==> config.mk <==
export PLATFORM = sky130hd
export DESIGN_NAME = axi_traffic_loader
export DESIGN_NICKNAME = d
export VERILOG_FILES = /design/src/rtl/axi_traffic_loader.sv
export SDC_FILE = /design/constraint.sdc
export NUM_CORES = 2
export LEC_CHECK = 0
export BUFFER_PORTS_ARGS = -buffer_cell sky130_fd_sc_hd__buf_2
export CAP_MARGIN = 10
export CORE_MARGIN = 2
export CORE_UTILIZATION = 55
export DETAILED_ROUTE_END_ITERATION = 12
export PLACE_DENSITY = 0.75
export SKIP_LAST_GASP = 1
export SLEW_MARGIN = 20
export SYNTH_ARGS = -nofsm -noshare
export SYNTH_HDL_FRONTEND = slang
export SYNTH_SLANG_ARGS = --single-unit
==> constraint.sdc <==
create_clock -name aclk -period 4.98 [get_ports aclk]
set_clock_uncertainty 0.15 [all_clocks]
set_input_delay 1.494 -clock aclk [delete_from_list [all_inputs] [get_ports aclk]]
set_output_delay 1.494 -clock aclk [all_outputs]
set_load 0.01 [all_outputs]
==> src/rtl/axi_traffic_loader.sv <==
// -----------------------------------------------------------------------------
// axi_traffic_loader
//
// Per-core AXI4 traffic generator. The host pushes request descriptors
// {id, write, axlen} into a FIFO and pulses start_i. The block then issues
// each descriptor as one AXI burst (AW or AR), never exceeding the
// outstanding-transaction limit. W data is generated from a pending-burst
// queue that is filled when a write is issued. Completions (B, R with rlast)
// retire outstanding transactions. Performance counters can be read on the
// PMU port.
//
// Optional feature macro: LOADER_LATENCY_EN
//   defined   : PMU addr 9 integrates the outstanding count every RUN/DRAIN
//               cycle, addr 10 holds the peak outstanding count.
//   undefined : PMU addr 9 and 10 read 0.
//
// Ports
//   aclk, aresetn         clock, asynchronous active-low reset
//   req_depth_i [7:0]     max outstanding transactions (0 behaves as 1)
//   id_i, write_i,
//   axlen_i, fifo_push_i  descriptor push interface
//   start_i               start draining the FIFO (accepted only when idle)
//   idle_o                1 when no run is in progress
//   pmu_addr_i [4:0]      counter select
//   pmu_data_o [63:0]     selected counter (combinational)
//   m_aw*/m_w*/m_b*/
//   m_ar*/m_r*            AXI4 master channels (INCR bursts, full-width beats)
// -----------------------------------------------------------------------------
module axi_traffic_loader #(
  parameter int AXI_ID_WIDTH = 5,
  parameter int DATA_WIDTH   = 32,
  parameter int ADDR_WIDTH   = 16,
  parameter int FIFO_DEPTH   = 16,
  parameter int WQ_DEPTH     = 8
) (
  input  logic                      aclk,
  input  logic                      aresetn,
  input  logic [7:0]                req_depth_i,
  input  logic [AXI_ID_WIDTH-1:0]   id_i,
  input  logic                      write_i,
  input  logic [7:0]                axlen_i,
  input  logic                      fifo_push_i,
  input  logic                      start_i,
  output logic                      idle_o,
  input  logic [4:0]                pmu_addr_i,
  output logic [63:0]               pmu_data_o,
  // AW channel
  output logic [AXI_ID_WIDTH-1:0]   m_awid_o,
  output logic [ADDR_WIDTH-1:0]     m_awaddr_o,
  output logic [7:0]                m_awlen_o,
  output logic [2:0]                m_awsize_o,
  output logic [1:0]                m_awburst_o,
  output logic                      m_awvalid_o,
  input  logic                      m_awready_i,
  // W channel
  output logic [DATA_WIDTH-1:0]     m_wdata_o,
  output logic [DATA_WIDTH/8-1:0]   m_wstrb_o,
  output logic                      m_wlast_o,
  output logic                      m_wvalid_o,
  input  logic                      m_wready_i,
  // B channel
  input  logic [AXI_ID_WIDTH-1:0]   m_bid_i,
  input  logic [1:0]                m_bresp_i,
  input  logic                      m_bvalid_i,
  output logic                      m_bready_o,
  // AR channel
  output logic [AXI_ID_WIDTH-1:0]   m_arid_o,
  output logic [ADDR_WIDTH-1:0]     m_araddr_o,
  output logic [7:0]                m_arlen_o,
  output logic [2:0]                m_arsize_o,
  output logic [1:0]                m_arburst_o,
  output logic                      m_arvalid_o,
  input  logic                      m_arready_i,
  // R channel
  input  logic [AXI_ID_WIDTH-1:0]   m_rid_i,
  input  logic [DATA_WIDTH-1:0]     m_rdata_i,
  input  logic [1:0]                m_rresp_i,
  input  logic                      m_rlast_i,
  input  logic                      m_rvalid_i,
  output logic                      m_rready_o
);

  localparam int DESC_W = AXI_ID_WIDTH + 9;
  localparam int WQ_W   = AXI_ID_WIDTH + 8;
  localparam int FA_W   = $clog2(FIFO_DEPTH);
  localparam int WA_W   = $clog2(WQ_DEPTH);
  localparam int NCTR   = 12;

  typedef enum logic [1:0] {
    ST_IDLE  = 2'd0,
    ST_RUN   = 2'd1,
    ST_DRAIN = 2'd2
  } state_e;

  // Saturating 64-bit add used by every PMU counter.
  function automatic logic [63:0] sat_add(input logic [63:0] a, input logic [63:0] b);
    logic [64:0] s;
    s = {1'b0, a} + {1'b0, b};
    if (s[64]) begin
      return {64{1'b1}};
    end else begin
      return s[63:0];
    end
  endfunction

  state_e state_q, state_d;
  logic   idle_q;

  // Descriptor FIFO
  logic [DESC_W-1:0]       fifo_mem_q [FIFO_DEPTH];
  logic [FA_W:0]           fifo_wr_q, fifo_rd_q;
  logic                    fifo_empty_s, fifo_full_s, push_ok_s, drop_s;
  logic [DESC_W-1:0]       head_s;
  logic [AXI_ID_WIDTH-1:0] head_id_s;
  logic                    head_wr_s;
  logic [7:0]              head_len_s;

  // Pending W-burst queue: {id, len}
  logic [WQ_W-1:0]         wq_mem_q [WQ_DEPTH];
  logic [WA_W:0]           wq_wr_q, wq_rd_q;
  logic                    wq_empty_s, wq_full_s, wq_push_s, wq_pop_s;
  logic [AXI_ID_WIDTH-1:0] wq_id_s;
  logic [7:0]              wq_len_s;
  logic [7:0]              beat_q;

  // Address channel registers
  logic                    aw_valid_q, ar_valid_q;
  logic [AXI_ID_WIDTH-1:0] aw_id_q, ar_id_q;
  logic [ADDR_WIDTH-1:0]   aw_addr_q, ar_addr_q;
  logic [7:0]              aw_len_q, ar_len_q;

  // Issue / completion
  logic [7:0]  limit_s;
  logic        room_s, pending_s, cand_s, issue_s, stall_s;
  logic        aw_hs_s, ar_hs_s, pop_s, w_hs_s, w_last_s;
  logic        b_hs_s, r_beat_s, r_done_s, b_err_s, r_err_s, start_acc_s;
  logic [8:0]  out_q, out_d;
  logic [9:0]  out_sum_s, out_dec_s, out_net_s;

  // PMU
  logic [63:0] ctr_q [NCTR];
  logic [63:0] ctr_d [NCTR];

  logic        unused_inputs_s;
  assign unused_inputs_s = ^{m_bid_i, m_rid_i, m_rdata_i};

  // ---------------------------------------------------------------------------
  // FIFO status and head decode
  // ---------------------------------------------------------------------------
  assign fifo_empty_s = (fifo_wr_q == fifo_rd_q);
  assign fifo_full_s  = (fifo_wr_q[FA_W] != fifo_rd_q[FA_W]) &&
                        (fifo_wr_q[FA_W-1:0] == fifo_rd_q[FA_W-1:0]);
  assign push_ok_s    = fifo_push_i && !fifo_full_s;
  assign drop_s       = fifo_push_i && fifo_full_s;
  assign head_s       = fifo_mem_q[fifo_rd_q[FA_W-1:0]];
  assign head_id_s    = head_s[DESC_W-1 -: AXI_ID_WIDTH];
  assign head_wr_s    = head_s[8];
  assign head_len_s   = head_s[7:0];

  assign wq_empty_s   = (wq_wr_q == wq_rd_q);
  assign wq_full_s    = (wq_wr_q[WA_W] != wq_rd_q[WA_W]) &&
                        (wq_wr_q[WA_W-1:0] == wq_rd_q[WA_W-1:0]);
  assign wq_id_s      = wq_mem_q[wq_rd_q[WA_W-1:0]][WQ_W-1 -: AXI_ID_WIDTH];
  assign wq_len_s     = wq_mem_q[wq_rd_q[WA_W-1:0]][7:0];

  // ---------------------------------------------------------------------------
  // Issue and handshake decode
  // ---------------------------------------------------------------------------
  assign limit_s     = (req_depth_i == 8'd0) ? 8'd1 : req_depth_i;
  assign room_s      = (out_q < {1'b0, limit_s});
  assign pending_s   = aw_valid_q || ar_valid_q;
  // A head descriptor is a candidate only when no AW/AR is already presented.
  assign cand_s      = (state_q == ST_RUN) && !fifo_empty_s && !pending_s;
  assign issue_s     = cand_s && room_s && (!head_wr_s || !wq_full_s);
  assign stall_s     = cand_s && !room_s;
  assign aw_hs_s     = aw_valid_q && m_awready_i;
  assign ar_hs_s     = ar_valid_q && m_arready_i;
  assign pop_s       = aw_hs_s || ar_hs_s;
  assign wq_push_s   = issue_s && head_wr_s;
  assign w_hs_s      = m_wvalid_o && m_wready_i;
  assign w_last_s    = (beat_q == wq_len_s);
  assign wq_pop_s    = w_hs_s && w_last_s;
  assign b_hs_s      = m_bvalid_i && m_bready_o;
  assign r_beat_s    = m_rvalid_i && m_rready_o;
  assign r_done_s    = r_beat_s && m_rlast_i;
  assign b_err_s     = b_hs_s && (m_bresp_i != 2'b00);
  assign r_err_s     = r_beat_s && (m_rresp_i != 2'b00);
  assign start_acc_s = (state_q == ST_IDLE) && start_i;

  // Outstanding count: issue and completions in one cycle give the net change;
  // the result is held within 0..255.
  always_comb begin
    out_sum_s = {1'b0, out_q} + {9'd0, pop_s};
    out_dec_s = {9'd0, b_hs_s} + {9'd0, r_done_s};
    out_net_s = 10'd0;
    if (out_sum_s < out_dec_s) begin
      out_d = 9'd0;
    end else begin
      out_net_s = out_sum_s - out_dec_s;
      if (out_net_s > 10'd255) begin
        out_d = 9'd255;
      end else begin
        out_d = out_net_s[8:0];
      end
    end
  end

  // Next-state logic for the run FSM.
  always_comb begin
    state_d = state_q;
    case (state_q)
      ST_IDLE: begin
        if (start_i) begin
          state_d = ST_RUN;
        end else begin
          state_d = ST_IDLE;
        end
      end
      ST_RUN: begin
        if (fifo_empty_s && !pending_s) begin
          state_d = ST_DRAIN;
        end else begin
          state_d = ST_RUN;
        end
      end
      ST_DRAIN: begin
        if ((out_q == 9'd0) && wq_empty_s) begin
          state_d = ST_IDLE;
        end else begin
          state_d = ST_DRAIN;
        end
      end
      default: state_d = ST_IDLE;
    endcase
  end

  // FSM state, idle flag and outstanding count registers.
  always_ff @(posedge aclk or negedge aresetn) begin
    if (!aresetn) begin
      state_q <= ST_IDLE;
      idle_q  <= 1'b1;
      out_q   <= 9'd0;
    end else begin
      state_q <= state_d;
      idle_q  <= (state_d == ST_IDLE);
      out_q   <= out_d;
    end
  end

  // Descriptor FIFO storage and pointers.
  always_ff @(posedge aclk or negedge aresetn) begin
    if (!aresetn) begin
      fifo_wr_q <= '0;
      fifo_rd_q <= '0;
      for (int i = 0; i < FIFO_DEPTH; i++) fifo_mem_q[i] <= '0;
    end else begin
      if (push_ok_s) begin
        fifo_mem_q[fifo_wr_q[FA_W-1:0]] <= {id_i, write_i, axlen_i};
        fifo_wr_q <= fifo_wr_q + 1'b1;
      end
      if (pop_s) begin
        fifo_rd_q <= fifo_rd_q + 1'b1;
      end
    end
  end

  // AW/AR request registers: load on issue, hold until the handshake.
  always_ff @(posedge aclk or negedge aresetn) begin
    if (!aresetn) begin
      aw_valid_q <= 1'b0;
      aw_id_q    <= '0;
      aw_addr_q  <= '0;
      aw_len_q   <= 8'd0;
      ar_valid_q <= 1'b0;
      ar_id_q    <= '0;
      ar_addr_q  <= '0;
      ar_len_q   <= 8'd0;
    end else begin
      if (issue_s && head_wr_s) begin
        aw_valid_q <= 1'b1;
        aw_id_q    <= head_id_s;
        aw_addr_q  <= ADDR_WIDTH'({head_id_s, 8'h00});
        aw_len_q   <= head_len_s;
      end else if (aw_hs_s) begin
        aw_valid_q <= 1'b0;
      end
      if (issue_s && !head_wr_s) begin
        ar_valid_q <= 1'b1;
        ar_id_q    <= head_id_s;
        ar_addr_q  <= ADDR_WIDTH'({head_id_s, 8'h00});
        ar_len_q   <= head_len_s;
      end else if (ar_hs_s) begin
        ar_valid_q <= 1'b0;
      end
    end
  end

  // W queue: filled at write issue so data may lead AW; drained on wlast.
  always_ff @(posedge aclk or negedge aresetn) begin
    if (!aresetn) begin
      wq_wr_q <= '0;
      wq_rd_q <= '0;
      beat_q  <= 8'd0;
      for (int i = 0; i < WQ_DEPTH; i++) wq_mem_q[i] <= '0;
    end else begin
      if (wq_push_s) begin
        wq_mem_q[wq_wr_q[WA_W-1:0]] <= {head_id_s, head_len_s};
        wq_wr_q <= wq_wr_q + 1'b1;
      end
      if (w_hs_s) begin
        if (w_last_s) begin
          beat_q  <= 8'd0;
          wq_rd_q <= wq_rd_q + 1'b1;
        end else begin
          beat_q  <= beat_q + 8'd1;
        end
      end
    end
  end

  // PMU counter next values; start acceptance clears all but the drop counter.
  always_comb begin
    for (int i = 0; i < NCTR; i++) ctr_d[i] = ctr_q[i];
    ctr_d[0]  = sat_add(ctr_q[0], 64'(!idle_q));
    ctr_d[1]  = sat_add(ctr_q[1], 64'(aw_hs_s));
    ctr_d[2]  = sat_add(ctr_q[2], 64'(ar_hs_s));
    ctr_d[3]  = sat_add(ctr_q[3], 64'(w_hs_s));
    ctr_d[4]  = sat_add(ctr_q[4], 64'(r_beat_s));
    ctr_d[5]  = sat_add(ctr_q[5], 64'(b_hs_s));
    ctr_d[6]  = sat_add(ctr_q[6], 64'(r_done_s));
    ctr_d[7]  = sat_add(ctr_q[7], 64'(stall_s));
    ctr_d[8]  = sat_add(ctr_q[8], 64'(b_err_s) + 64'(r_err_s));
`ifdef LOADER_LATENCY_EN
    if ((state_q == ST_RUN) || (state_q == ST_DRAIN)) begin
      ctr_d[9] = sat_add(ctr_q[9], 64'(out_q));
    end else begin
      ctr_d[9] = ctr_q[9];
    end
    if (64'(out_q) > ctr_q[10]) begin
      ctr_d[10] = 64'(out_q);
    end else begin
      ctr_d[10] = ctr_q[10];
    end
`else
    ctr_d[9]  = 64'd0;
    ctr_d[10] = 64'd0;
`endif
    ctr_d[11] = sat_add(ctr_q[11], 64'(drop_s));
    if (start_acc_s) begin
      for (int i = 0; i < NCTR - 1; i++) ctr_d[i] = 64'd0;
    end else begin
      ctr_d[0] = ctr_d[0];
    end
  end

  // PMU counter registers.
  always_ff @(posedge aclk or negedge aresetn) begin
    if (!aresetn) begin
      for (int i = 0; i < NCTR; i++) ctr_q[i] <= 64'd0;
    end else begin
      for (int i = 0; i < NCTR; i++) ctr_q[i] <= ctr_d[i];
    end
  end

  // PMU read mux.
  always_comb begin
    pmu_data_o = 64'd0;
    case (pmu_addr_i)
      5'd0:    pmu_data_o = ctr_q[0];
      5'd1:    pmu_data_o = ctr_q[1];
      5'd2:    pmu_data_o = ctr_q[2];
      5'd3:    pmu_data_o = ctr_q[3];
      5'd4:    pmu_data_o = ctr_q[4];
      5'd5:    pmu_data_o = ctr_q[5];
      5'd6:    pmu_data_o = ctr_q[6];
      5'd7:    pmu_data_o = ctr_q[7];
      5'd8:    pmu_data_o = ctr_q[8];
      5'd9:    pmu_data_o = ctr_q[9];
      5'd10:   pmu_data_o = ctr_q[10];
      5'd11:   pmu_data_o = ctr_q[11];
      default: pmu_data_o = 64'd0;
    endcase
  end

  // ---------------------------------------------------------------------------
  // Output mapping
  // ---------------------------------------------------------------------------
  assign idle_o      = idle_q;
  assign m_awid_o    = aw_id_q;
  assign m_awaddr_o  = aw_addr_q;
  assign m_awlen_o   = aw_len_q;
  assign m_awsize_o  = 3'($clog2(DATA_WIDTH / 8));
  assign m_awburst_o = 2'b01;
  assign m_awvalid_o = aw_valid_q;
  assign m_arid_o    = ar_id_q;
  assign m_araddr_o  = ar_addr_q;
  assign m_arlen_o   = ar_len_q;
  assign m_arsize_o  = 3'($clog2(DATA_WIDTH / 8));
  assign m_arburst_o = 2'b01;
  assign m_arvalid_o = ar_valid_q;
  assign m_wvalid_o  = !wq_empty_s;
  assign m_wdata_o   = DATA_WIDTH'({wq_id_s, beat_q});
  assign m_wstrb_o   = {(DATA_WIDTH/8){1'b1}};
  assign m_wlast_o   = w_last_s;
  assign m_bready_o  = 1'b1;
  assign m_rready_o  = 1'b1;

endmodule

==> run summary <==
outcome: finished, violations left
failing checks: negative setup slack
Max stage delay on crit path: 0.37 ns
drc violations: 0
final period utilization: 100%
largest net degree at the start of global routing: 169
Routed Antenna Nets: 0
R2R Setup Slk: 0.34 ns
adder and majority cell fraction of the synthesized area: 0.964%
Synth Area in Compound Gates: 12.6%
Synth Instances: 5333
Initial Util: 55.6%
Worst slew margin: 27.4%
post-route cell area: 0.0618 sq mm
worst path cell trace: buf_2, or3b_4, nor3_4, buf_12, buf_12, buf_4, a22o_1, a221oi_1, nand4_1, buf_2
core box area: 0.0986 sq mm
Pleak: 27.0 nW
Worst-Skew Late Latency: 0.73 ns
worst setup margin: -0.0227 ns
chip height: 320 um
CTS max path bufs: 3
Reg2Reg Depth: 14
crit path capture type: primary output
placed inst area: 0.0579 sq mm
Cell Pwr Density: 419 mW/mm^2
htree depth: 3
Via density: 6.38
Fin. Hold Viols: 0
synth unique cells: 89
crit start category: primary input
WP depth: 10
CP Max Fanout: 17
CTS root buf: clkbuf_16
total grt overflow: 0
DRT iter0 DRCs: 4625
slowest CP cell: a221oi_1
post-synthesis share of cell area spent on xor and xnor gates: 9.53%
DP Wirelength: 112000 um
Buf/Inv on CP: 5
initial antenna violation count: 3
CP delay by family, top: buffers and inverters
Top FF cell, synth: dfrtp_1
average routed wire per standard cell: 23.2 um
Place WS: -0.0399 ns
flops & latches, synth: 1034
via count of the first global-routing pass: 42500
Initial DRT Pass Iterations: 7
clock sink count: 1034
Syn. warnings: 0
Via Count: 43800
MaxCap Viol Count: 0
Crit path arrival time: 3.36 ns
HP Class: reg -> reg
die width: 320 um
Site Rows: 115
Synth-to-Final Area Change: 12.9%
combinational family with the most area after synthesis: simple AND/OR/NAND/NOR gates
Slew Viols, Final: 0
post-synthesis sequential area ratio: 47.3%
number of setup violations in the final report: 2
IO Port Bufs: 158
CTS tree: done
Post-synth ARST share: 100%
post-synthesis mux area share: 9.13%
Post-synth EDFFs: 0
RSZ-0062 raised after global routing: true
cts bufs inserted: 109
clock-pin slew on the worst setup and hold paths: 0.06 ns
Worst EP required: 3.34 ns
post-layout min period: 5.00 ns
layout cells sized above 1: 17.9%
Hold Buf Count CTS: 0
Hold Crit Depth: 2
filler instances: 7835
Peak VDD IR: 0.464 mV
Hold Slack: 0.324 ns
Routed WL: 160000 um
GRT Total Usage: 31.0%
Simple-Gate Fraction of Synth Area: 16.3%
syn avg cell area: 10.3 sq um
final RePlAce weighted congestion: 0.991
first-pass GRT wire length: 248000 um
Final #Nets: 5617
Top Ports: 258
final core utilization: 62.7%
Max Freq: 0.200 GHz
Setup CP Type: in -> out
Tightest Pin Transition: 1.08 ns
die area: 0.102 sq mm
mapped cell area: 0.0548 sq mm
## power breakdown
part | internal [mW] | switching (mW)
combinational | 2.87 | 3.48
clock | 5.16 | 3.55
sequential | 9.83 | 1.03
## stage by stage
step / cells / power (mW) / TNS [ns]
6_report: 6870 / 25.9 / -0.0295
5_1_grt: 6868 / 27.0 / -0.0447
4_1_cts: 6867 / 26.0 / 0
3_5_place_dp: 6668 / 17.2 / -0.157
3_3_place_gp: 6668 / 16.9 / -0.0160
2_1_floorplan: 5389 / 15.1 / 0
## tightest hold or removal path, stage by stage, from the launching register on
cell,delay [ns]
dfrtp_1,0.34
nand2_1,0.04
o21ai_0,0.06
## cell families (layout without fill, tap and decap cells)
group,after synthesis,after routing
DFF,1034,1034
xor gates and xnor gates,596,596
muxes,375,375
and+or+nand+nor,1671,1671
AOI/OAI and AO/OA,1118,1118
adders and majority gates,41,41
buffers and inverters,496,688
other,2,60
## cell usage after synthesis, types with 54 or more instances
| master | instances | area (sq um) |
|---|---|---|
| dfrtp_1 | 1033 | 25800 |
| a21oi_1 | 517 | 2590 |
| nand2_1 | 439 | 1650 |
| xor2_1 | 379 | 3320 |
| nand3_1 | 304 | 1520 |
| mux2_2 | 244 | 2750 |
| clkbuf_1 | 239 | 897 |
| nand4_1 | 232 | 1450 |
| xnor2_1 | 217 | 1900 |
| a22oi_1 | 197 | 1480 |
| nor2_1 | 189 | 709 |
| and3_1 | 160 | 1000 |
| o21ai_0 | 141 | 706 |
| inv_1 | 95 | 357 |
| nor3_1 | 88 | 440 |
| buf_4 | 75 | 563 |
| mux4_2 | 75 | 1690 |
| buf_2 | 68 | 340 |
| a221oi_1 | 64 | 561 |
| a22o_1 | 64 | 561 |
| and4_1 | 60 | 526 |
| mux2i_1 | 54 | 541 |
## state kept, by name, indices dropped and copies added, names as in the netlist
signal / flops
out_q: 9
m_awvalid_o: 1
wq_mem_q: 104
beat_q: 8
m_arvalid_o: 1
m_araddr_o: 5
fifo_rd_q: 5
idle_o: 1
m_arlen_o: 8
wq_rd_q: 4
m_awaddr_o: 5
fifo_mem_q: 224
wq_wr_q: 4
fifo_wr_q: 5
ctr_q: 640
state_q: 2
m_awlen_o: 8
## cell usage in the layout (no fill, tap or decap), types with 58 or more instances in the layout
| master | count |
|---|---|
| mux4_2 | 75 |
| mux2_2 | 244 |
| xor2_1 | 379 |
| inv_1 | 95 |
| and3_1 | 160 |
| nand3_1 | 302 |
| and4_1 | 60 |
| clkbuf_16 | 110 |
| buf_2 | 157 |
| nor2_1 | 182 |
| conb_1 | 58 |
| a22oi_1 | 196 |
| a22o_1 | 64 |
| buf_4 | 188 |
| nand2_1 | 437 |
| xnor2_1 | 217 |
| dfrtp_1 | 1031 |
| nand4_1 | 232 |
| a21oi_1 | 517 |
| o21ai_0 | 141 |
| nor3_1 | 85 |
| a221oi_1 | 62 |
## area by class of cell
type	instances	area [sq um]	share of cell area, %
Sequential cell	1034	25900	41.9
Clock inverter	32	606	0.980
Timing Repair Buffer	393	3140	5.09
Clock buffer	167	3280	5.30
Inverter	96	360	0.583
Tap cell	1287	1610	2.61
Antenna cell	2	5.00	0.00810
Multi-Input combinational cell	3859	26900	43.6
## timing repair
action | 4_1_cts | 5_1_grt
setup endpoints to repair | 3 | 24
setup buffers | 0 | 1
resized for setup | 2 | 6
pin swaps | 1 | 6
## layer usage
layer  part of all wire, %  track usage (%)  up-vias
met5                0.0088                0        -
met4                   4.6             13.1        2
met3                   7.9             5.50      366
met2                    46             47.8     1894
met1                    42             43.3    22000
li1                      -                -    19600
## path summary, 6_finish.rpt
path / startpoint / endpoint
max: pmu_addr_i[3] / pmu_data_o[37]
min reg2reg: wq_mem_q[23]$_DFFE_PN0P_ / wq_mem_q[23]$_DFFE_PN0P_
max in group asynchronous: aresetn / ctr_q[672]$_DFF_PN0_
min in group asynchronous: aresetn / beat_q[6]$_DFFE_PN0P_
min: wq_mem_q[23]$_DFFE_PN0P_ / wq_mem_q[23]$_DFFE_PN0P_
max reg2reg: wq_wr_q[0]$_DFFE_PN0P_ / ctr_q[574]$_DFF_PN0_
(Power assumes the default switching activity.)
